### src/rtl/axi_cpld_tlp_builder.sv
// ----------------------------------------------------------------------------
// axi_cpld_tlp_builder
//
// Purpose:
//   Turns AXI-Lite read returns into PCIe Completion-with-Data TLPs. Read
//   request metadata from the RX request decoder is queued in a small FIFO.
//   Each returning read data word is paired, in order, with the FIFO head.
//   The result is a 3DW CplD TLP with a length of 1 DW, sent as two beats on
//   a 64-bit AXI-Stream TX interface.
//
// Ports:
//   m_axi_aclk, m_axi_aresetn  clock and asynchronous active-low reset.
//   completer_id               bus/dev/func of this endpoint (quasi-static).
//   req_*                      read metadata push interface (valid/ready).
//   axi_cpld_*                 read data returning from the AXI read master.
//   s_axis_tx_*                64-bit TLP stream toward the PCIe core.
//   cpl_fifo_overflow          sticky flag: metadata arrived while FIFO full.
//
// Notes:
//   m_axi_aresetn is asserted asynchronously. The system reset block is
//   expected to release it synchronously to m_axi_aclk, so no local
//   synchronizer is used. TCQ is kept for parameter compatibility with the
//   rest of the bridge. The registers themselves are modelled without delay.
// ----------------------------------------------------------------------------
module axi_cpld_tlp_builder #(
    parameter int TCQ               = 1,
    parameter int OUTSTANDING_READS = 4
) (
    input  logic        m_axi_aclk,
    input  logic        m_axi_aresetn,
    input  logic [15:0] completer_id,

    input  logic        req_valid,
    output logic        req_ready,
    input  logic [15:0] req_requester_id,
    input  logic [7:0]  req_tag,
    input  logic [2:0]  req_tc,
    input  logic [1:0]  req_attr,
    input  logic [6:0]  req_lower_addr,
    input  logic [3:0]  req_byte_enable,

    input  logic        axi_cpld_valid,
    output logic        axi_cpld_ready,
    input  logic [63:0] axi_cpld_data,

    output logic [63:0] s_axis_tx_tdata,
    output logic [7:0]  s_axis_tx_tkeep,
    output logic        s_axis_tx_tlast,
    output logic        s_axis_tx_tvalid,
    input  logic        s_axis_tx_tready,

    output logic        cpl_fifo_overflow
);

    if (OUTSTANDING_READS < 1 || OUTSTANDING_READS > 16 || TCQ < 0) begin : g_param_check
        $error("axi_cpld_tlp_builder: OUTSTANDING_READS must be 1..16 and TCQ non-negative");
    end

    localparam int PTR_W = (OUTSTANDING_READS > 1) ? $clog2(OUTSTANDING_READS) : 1;
    localparam int CNT_W = $clog2(OUTSTANDING_READS + 1);

    localparam logic [PTR_W-1:0] PTR_LAST = PTR_W'(OUTSTANDING_READS - 1);
    localparam logic [CNT_W-1:0] CNT_FULL = CNT_W'(OUTSTANDING_READS);

    // state | meaning
    // IDLE  | waiting for read data while the metadata FIFO is non-empty
    // HDR   | beat 0 {DW1,DW0} presented, waiting for tready
    // DATA  | beat 1 {data,DW2} presented with tlast, waiting for tready
    localparam logic [1:0] ST_IDLE = 2'b00;
    localparam logic [1:0] ST_HDR  = 2'b01;
    localparam logic [1:0] ST_DATA = 2'b10;

    typedef struct packed {
        logic [15:0] requester_id;
        logic [7:0]  tag;
        logic [2:0]  tc;
        logic [1:0]  attr;
        logic [6:0]  lower_addr;
        logic [3:0]  byte_enable;
    } meta_t;

    // ------------------------------------------------------------------
    // Metadata FIFO
    // ------------------------------------------------------------------
    meta_t            meta_mem_q [OUTSTANDING_READS];
    logic [PTR_W-1:0] wr_ptr_q, wr_ptr_d;
    logic [PTR_W-1:0] rd_ptr_q, rd_ptr_d;
    logic [CNT_W-1:0] count_q,  count_d;
    logic             overflow_q, overflow_d;

    meta_t req_meta;
    meta_t head;
    logic  fifo_empty;
    logic  push;
    logic  pop;

    assign req_meta = '{
        requester_id: req_requester_id,
        tag:          req_tag,
        tc:           req_tc,
        attr:         req_attr,
        lower_addr:   req_lower_addr,
        byte_enable:  req_byte_enable
    };

    assign req_ready  = (count_q != CNT_FULL);
    assign fifo_empty = (count_q == '0);
    assign push       = req_valid & req_ready;
    assign head       = meta_mem_q[rd_ptr_q];

    // Pointers wrap explicitly so that depths that are not powers of two work.
    always_comb begin
        wr_ptr_d   = wr_ptr_q;
        rd_ptr_d   = rd_ptr_q;
        count_d    = count_q;
        overflow_d = overflow_q | (req_valid & ~req_ready);

        if (push) begin
            wr_ptr_d = (wr_ptr_q == PTR_LAST) ? '0 : wr_ptr_q + PTR_W'(1);
        end
        if (pop) begin
            rd_ptr_d = (rd_ptr_q == PTR_LAST) ? '0 : rd_ptr_q + PTR_W'(1);
        end

        case ({push, pop})
            2'b10:   count_d = count_q + CNT_W'(1);
            2'b01:   count_d = count_q - CNT_W'(1);
            default: count_d = count_q;
        endcase
    end

    always_ff @(posedge m_axi_aclk) begin
        if (push) begin
            meta_mem_q[wr_ptr_q] <= req_meta;
        end
    end

    always_ff @(posedge m_axi_aclk or negedge m_axi_aresetn) begin
        if (!m_axi_aresetn) begin
            wr_ptr_q   <= '0;
            rd_ptr_q   <= '0;
            count_q    <= '0;
            overflow_q <= 1'b0;
        end else begin
            wr_ptr_q   <= wr_ptr_d;
            rd_ptr_q   <= rd_ptr_d;
            count_q    <= count_d;
            overflow_q <= overflow_d;
        end
    end

    assign cpl_fifo_overflow = overflow_q;

    // ------------------------------------------------------------------
    // Completion header fields derived from the FIFO head
    // ------------------------------------------------------------------
    logic [11:0] byte_count;
    logic [1:0]  lo2;
    logic [6:0]  cpl_lower_addr;
    logic [31:0] hdr_dw0;
    logic [31:0] hdr_dw1;
    logic [31:0] hdr_dw2;
    logic [31:0] data_dw;

    // Byte count for a single-DW read is the span from the lowest to the
    // highest enabled byte. An all-zero BE still reports one byte.
    always_comb begin
        byte_count = 12'd1;
        casez (head.byte_enable)
            4'b1??1:                   byte_count = 12'd4;
            4'b01?1, 4'b1?10:          byte_count = 12'd3;
            4'b0011, 4'b0110, 4'b1100: byte_count = 12'd2;
            default:                   byte_count = 12'd1;
        endcase
    end

    always_comb begin
        lo2 = 2'b00;
        casez (head.byte_enable)
            4'b???1: lo2 = 2'b00;
            4'b??10: lo2 = 2'b01;
            4'b?100: lo2 = 2'b10;
            4'b1000: lo2 = 2'b11;
            default: lo2 = 2'b00;
        endcase
    end

    assign cpl_lower_addr = {head.lower_addr[6:2], lo2};

    // fmt=010 (3DW with data), type=01010 (Cpl), TD=EP=0, AT=0, length=1
    assign hdr_dw0 = {3'b010, 5'b01010, 1'b0, head.tc, 4'b0000,
                      1'b0, 1'b0, head.attr, 2'b00, 10'd1};
    assign hdr_dw1 = {completer_id, 3'b000, 1'b0, byte_count};
    assign hdr_dw2 = {head.requester_id, head.tag, 1'b0, cpl_lower_addr};

    // The 64-bit AXI read returns a whole QWORD; address bit 2 picks the DW.
    assign data_dw = head.lower_addr[2] ? axi_cpld_data[63:32] : axi_cpld_data[31:0];

    // ------------------------------------------------------------------
    // TX sequencing
    // ------------------------------------------------------------------
    logic [1:0]  state_q, state_d;
    logic [63:0] tdata_q, tdata_d;
    logic [7:0]  tkeep_q, tkeep_d;
    logic        tlast_q, tlast_d;
    logic        tvalid_q, tvalid_d;
    logic [63:0] beat1_q, beat1_d;

    assign axi_cpld_ready = (state_q == ST_IDLE) & ~fifo_empty;
    assign pop            = axi_cpld_valid & axi_cpld_ready;

    always_comb begin
        state_d  = state_q;
        tdata_d  = tdata_q;
        tkeep_d  = tkeep_q;
        tlast_d  = tlast_q;
        tvalid_d = tvalid_q;
        beat1_d  = beat1_q;

        case (state_q)
            ST_IDLE: begin
                if (pop) begin
                    tdata_d  = {hdr_dw1, hdr_dw0};
                    tkeep_d  = 8'hFF;
                    tlast_d  = 1'b0;
                    tvalid_d = 1'b1;
                    // The FIFO head moves on at this edge, so the second beat
                    // is built now and held until the header is taken.
                    beat1_d  = {data_dw, hdr_dw2};
                    state_d  = ST_HDR;
                end
            end
            ST_HDR: begin
                if (s_axis_tx_tready) begin
                    tdata_d = beat1_q;
                    tkeep_d = 8'hFF;
                    tlast_d = 1'b1;
                    state_d = ST_DATA;
                end
            end
            ST_DATA: begin
                if (s_axis_tx_tready) begin
                    tdata_d  = '0;
                    tkeep_d  = '0;
                    tlast_d  = 1'b0;
                    tvalid_d = 1'b0;
                    state_d  = ST_IDLE;
                end
            end
            default: begin
                tdata_d  = '0;
                tkeep_d  = '0;
                tlast_d  = 1'b0;
                tvalid_d = 1'b0;
                state_d  = ST_IDLE;
            end
        endcase
    end

    always_ff @(posedge m_axi_aclk or negedge m_axi_aresetn) begin
        if (!m_axi_aresetn) begin
            state_q  <= ST_IDLE;
            tdata_q  <= '0;
            tkeep_q  <= '0;
            tlast_q  <= 1'b0;
            tvalid_q <= 1'b0;
            beat1_q  <= '0;
        end else begin
            state_q  <= state_d;
            tdata_q  <= tdata_d;
            tkeep_q  <= tkeep_d;
            tlast_q  <= tlast_d;
            tvalid_q <= tvalid_d;
            beat1_q  <= beat1_d;
        end
    end

    assign s_axis_tx_tdata  = tdata_q;
    assign s_axis_tx_tkeep  = tkeep_q;
    assign s_axis_tx_tlast  = tlast_q;
    assign s_axis_tx_tvalid = tvalid_q;

endmodule

### config.mk
export PLATFORM = sky130hd
export DESIGN_NAME = axi_cpld_tlp_builder
export DESIGN_NICKNAME = d
export VERILOG_FILES = /design/src/rtl/axi_cpld_tlp_builder.sv
export SDC_FILE = /design/constraint.sdc
export NUM_CORES = 1
export LEC_CHECK = 0
export ABC_AREA = 1
export ABC_CLOCK_PERIOD_IN_PS = 3580
export BUFFER_PORTS_ARGS = -buffer_cell sky130_fd_sc_hd__buf_2
export CAP_MARGIN = 15
export CORE_ASPECT_RATIO = 0.6
export CORE_UTILIZATION = 50
export CTS_BUF_LIST = sky130_fd_sc_hd__clkbuf_16
export CTS_CLUSTER_SIZE = 8
export DETAILED_ROUTE_END_ITERATION = 6
export PLACE_DENSITY = 0.73
export SYNTH_ARGS = -nofsm -noshare
export SYNTH_HDL_FRONTEND = slang
export SYNTH_SLANG_ARGS = --single-unit
### constraint.sdc
create_clock -name m_axi_aclk -period 3.58 [get_ports m_axi_aclk]
set_input_delay 0.179 -clock m_axi_aclk [delete_from_list [all_inputs] [get_ports m_axi_aclk]]
set_output_delay 0.179 -clock m_axi_aclk [all_outputs]
set_load 0.005 [all_outputs]
; Yosys cells after proc, flatten, opt, wreduce, memory -nomap -nowiden
; Memory sizes are Yosys's and may differ from the RTL's.
; Index checks and enable logic that the tools add are counted.
[classes]
addsub = 4
n_mul = 0
div = 0
magnitude_cmp = 0
n_eq_ne = 19
shift = 0
mux = 26
bitwise = 8
n_reduce_logical = 8
[ops]
columns = op, n
row1 = $mux W64, 3
row2 = $pmux W64 S3, 1
row3 = $mux W32, 1
row4 = $mux W8, 3
row5 = $pmux W8 S3, 1
row6 = $eq A2 B2 Y1 const B, 6
row7 = $pmux W2 S3, 2
row8 = $mux W2, 5
row9 = $pmux W3 S3, 1
row10 = $eq A4 B4 Y1 const B, 2
row11 = $eq A3 B3 Y1 const B, 2
row12 = $mux W1, 6
row13 = $ne A2 B2 Y1 const B, 3
row14 = $pmux W1 S3, 2
row15 = $pmux W3 S2, 1
row16 = $reduce_and A3 Y1, 2
row17 = $add A2 B1 Y2 const B, 2
row18 = $and A1 B1 Y1, 4
row19 = $eq A2 B1 Y1 const B, 2
row20 = $eq A4 B2 Y1 const B, 1
row21 = $eq A4 B3 Y1 const B, 1
row22 = $add A3 B1 Y3 const B, 1
row23 = $eq A3 B2 Y1 const B, 1
row24 = $logic_not A3 Y1, 1
row25 = 9 further kinds, 11
[totals]
reg_bits = 147
latch_bits = 0
ramBits = 160
romBits = 0
inputBits = 125
out_inout_bits = 77
elab_cells = 76
n_memories = 1
[memory_table]
columns = memory, words, width, read_ports, rd_clocked_by_memory_dff, wr, line
row1 = meta_mem_q, 4, 40, 1, 0, 1, 85  ; meta_t meta_mem_q [OUTSTANDING_READS];

; Depth between registers and ports, before layout
[depth]
depth_word = 6
depth_mapped = 12
mapped_depth_nobuf = 10

; Least setup slack after synthesis
; Ideal clock, no wire load.
[synth_timing]
path_kind = register to register
start = register count_q[0]
end = memory meta_mem_q[0][0] (netlist name), enable pin
setup_ns = 0.433
arrival_time_ns = 2.308
required_time_ns = 3.147
slack_ns = 0.839
path_stages_with_launch = 5
n_path_buf = 0
period_less_slack_ns = 2.741
cell_sequence = dfrtp_1 -> inv_1 -> nand3_1 -> nand2_1 -> nor2_1
[synth_via]
elab_chain_len = 4
[synth_lines]
columns = element, line
row1 = start: declaration, 88  ; logic [CNT_W-1:0] count_q, count_d;
row2 = start signal: assignment, 147  ; count_q <= count_d;
row3 = $ne A3 B3 Y1, 106  ; assign req_ready = (count_q != CNT_FULL);
row4 = via req_ready, 34  ; output logic req_ready,
row5 = $and A1 B1 Y1, 108  ; assign push = req_valid & req_ready;
row6 = $mux W1, 133  ; if (push) begin
row7 = $mux W1 (implied by the code), 134  ; meta_mem_q[wr_ptr_q] <= req_meta;
row8 = end: declaration, 85
; The timed path passes the listed nets, and every way through them passes these cells.

; Worst setup path in the final report
[layout_timing]
start = register rd_ptr_q[0]
end = register beat1_q[62]
[layout_via]
elab_chain_len = 2
[layout_lines]
columns = element, line
row1 = start: declaration, 87  ; logic [PTR_W-1:0] rd_ptr_q, rd_ptr_d;
row2 = start signal: assignment, 146  ; rd_ptr_q <= rd_ptr_d;
row3 = $mem_v2 Z4 W40, --
row4 = $mux W32, 197  ; assign data_dw = head.lower_addr[2] ? axi_cpld_data[63:32] : axi_cpld_data[31:0];
row5 = end signal: assignment, 274  ; beat1_q <= beat1_d;
row6 = end: declaration, 207  ; logic [63:0] beat1_q, beat1_d;
; Every way passes these cells.
; A chain may end at the register's enable or synchronous reset.

==> impl_metrics.yaml <==
synthesis:
  ys_seq_elements: 290
  netlist_area_sq_um: 11500
  synth_cells: 1029
  synth-edff-count: 152
  synth.yosys.warnings: 0
  synthFlopType: "edfxtp_1"
  synth.distinct_cells: 33
  avgSynthCellArea_sq_um: 11.2
  async_flop_share_pct: 47.6
  ys_seq_area_share_pct: 69.8
  synthesis.nets: 1161
clock_tree:
  clock-sinks: 290
  cts_inserted_buffers: 42
  clk_latency_ns: 0.52
  cts_tree: "yes"
  clk_path_buf_depth: 3
  post_cts_buffers: 0
  cts-resized-gates: 0
  htreeDepth: 2
  cts_root_buffer: "clkbuf_16"
  path_clk_slew_ns: 0.05
global_route:
  gr-total-overflow: 0
  grt_pass1_vias: 8764
  gr-usage-all-layers_pct: 24.9
  grt_antenna_before_repair: 2
  grt_max_degree: 134
  grt_pass1_wl_um: 45500
worst_setup_path:
  crit_path_start_kind: "flip-flop"
  endpoint: "beat1_q[62]"
  cp-end-kind: "flip-flop"
  worst-path-max-fanout: 43
  cpMostUsedCell: "buf_4"
  arrival_ns: 3.69
  r2r-end: "beat1_q[62]"
  cp_data_required_time_ns: 4.03
  worstReg2RegStart: "rd_ptr_q[0]"
  crit_path_cell_trace: "buf_4 -> nand2_1 -> nand3_1 -> nand2_1 -> buf_4 -> inv_1 -> buf_4 -> nor2_1 -> o22ai_1 -> dlygate4sd3_1"
  worstSetupPathType: "reg2reg"
  ff2ff_path_depth: 10
  cp-startpoint: "rd_ptr_q[0]"
  critPathMaxStageDelay_ns: 0.79
  rrSetupSlack_ns: 0.33
  slowest_stage: "dfrtp_2"
final_layout:
  fin_nets: 1473
  drive_gt1_share_pct: 20.0
  nFillCells: 1667
  fin_util_pct: 67.9
  synthToLayoutAreaGrowth_pct: 31.7
  layout_commonest_cell: "buf_2"
  layout_common_cells: "buf_2, nand2_1, o21ai_0"
power:
  switching_share_pct: 35.5
  switching_power_uw: 4700
  finalPower_uw: 13300
  power_frac_seq_pct: 38.9
  pwr-share-clk_pct: 26.2
  ir_worst_vdd_mv: 0.352
  internal-power_uw: 8560
  power.density_nw_per_um2: 876
  comb_power_share_pct: 34.9
  leakage_uw: 0.00663
die:
  die_h_um: 119
  ios: 202
  core_area_sq_um: 22300
  die_area_sq_um: 23600
  die_w_um: 198
  row_count: 42
  initial_utilization_pct: 51.6
hold_path:
  hp-class: "in2reg"
flow_run:
  cap_violations: 0
timing:
  fin_crit_ns: 3.25
  slew_headroom_pct: 34.1
  fmax_mhz: 308
  fin_ws_ns: 0.334
  worst_clock_skew_ns: 0.0175
  final_hold_viol_count: 0
  setup_violations: 0
  setup_tns_ns: 0
  rsz0062_at_grt: "false"
  worstMarginPinSlew_ns: 0.988
  slew_violations: 0
  fin_crit_sh_pct: 90.7
  holdWs_ns: 0.0635
drt:
  dr.pass1.iters: 5
  drc: 0
  drt_wl_total_um: 28400
  wl_per_cell_um: 16.9
  detail-route-antenna-nets: 0
  vias: 8775
  drt_iter0_drc: 741
  vias_per_cell: 5.23
placed_design:
  gp_congestion: 0.784
  port_buffers: 198
  place_hpwl_um: 16000
  preCtsSetupSlack_ns: 0.953
outcome:
  status: "finished clean"
==> worst min-delay path by stage <==
stage                           startpoint                 end  slack [ns]  cells past startpoint
after floorplan              m_axi_aresetn          beat1_q[0]       -0.12                      0
after global placement       m_axi_aresetn  s_axis_tx_tdata[9]        0.32                      1
after detailed placement     m_axi_aresetn  s_axis_tx_tdata[8]        0.33                      1
after CTS                 s_axis_tx_tready          state_q[0]        0.04                      4
after global routing      s_axis_tx_tready          state_q[0]        0.08                      4
final                     s_axis_tx_tready          state_q[1]        0.06                      4
==> per-stage QoR <==
stage	cell area [sq um]	std cells
finish	15100	1679
global route	15100	1675
CTS	15100	1675
detailed placement	12700	1485
global placement	12700	1485
floorplan	11500	1029
==> sequential cells by signal (all words and copies together), names as in the netlist <==
| register | flops |
|---|---|
| rd_ptr_q | 2 |
| s_axis_tx_tdata | 63 |
| cpl_fifo_overflow | 1 |
| meta_mem_q | 152 |
| count_q | 3 |
| beat1_q | 63 |
| s_axis_tx_tkeep | 1 |
| wr_ptr_q | 2 |
| state_q | 2 |
| s_axis_tx_tvalid | 1 |
==> cell families after synthesis <==
| kind of cell | after synthesis | share of synthesized area (%) |
|---|---|---|
| flip-flops | 290 | 69.8 |
| buffers and inverters | 145 | 5.29 |
| XOR/XNOR | 2 | 0.152 |
| AO/OA/AOI/OAI | 272 | 13.1 |
| other | 1 | 0.0326 |
| AND/OR/NAND/NOR | 312 | 10.8 |
| adder cells (fa/ha/maj) | 7 | 0.828 |
==> synthesized netlist by cell type, types with 9 or more instances <==
library cell / number / area, sq um
nand3_1: 25 / 125
nand2_1: 175 / 657
o21ai_0: 173 / 866
clkbuf_1: 36 / 135
inv_1: 78 / 293
o22ai_1: 61 / 382
a22oi_1: 14 / 105
dfrtp_1: 138 / 3450
o21ai_1: 9 / 45.0
edfxtp_1: 152 / 4560
buf_2: 18 / 90.1
nor2_1: 105 / 394
buf_4: 9 / 67.6
==> final cells by class <==
type	count	area, sq um	share of cell area [%]
diodes	4	10.0	0.0662
well taps	308	385	2.55
flip-flops and latches	290	8020	53.0
inverters	80	303	2.00
clock inverters	27	111	0.736
repair buffers	333	2320	15.4
clock buffers	43	1080	7.11
multi-input cells	594	2900	19.2
==> power by group through the flow <==
stage	Sequential, uW	Clock [uW]	Combinational, uW
after floorplan	5090	0	2770
after global placement	5160	0	4030
after detailed placement	5190	0	4140
after CTS	5150	3540	4600
after global routing	5250	3680	5220
final	5150	3480	4630
==> worst max-delay path: cells and delay by family (launching register included) <==
| kind | cells | cell delay (ns) |
|---|---|---|
| AO/OA/AOI/OAI | 1 | 0.20 |
| buffers and inverters | 5 | 1.79 |
| flip-flops | 1 | 0.79 |
| AND/OR/NAND/NOR | 4 | 0.39 |
==> metal layers <==
metal / global-route usage (%) / wire (um) / vias to the layer above
li1: - / - / 4170
met1: 35.8 / 13000 / 4234
met2: 37.7 / 12800 / 320
met3: 5.32 / 2030 / 51
met4: 8.48 / 537 / 0
met5: 0 / 0 / -
==> repair_timing <==
action / 4_1_cts / 5_1_grt
setup endpoints to repair: 0 / 0
hold buffers: 120 / 0
endpoints found under the hold margin: 289 / 0
Power figures use the tool's default switching activity.
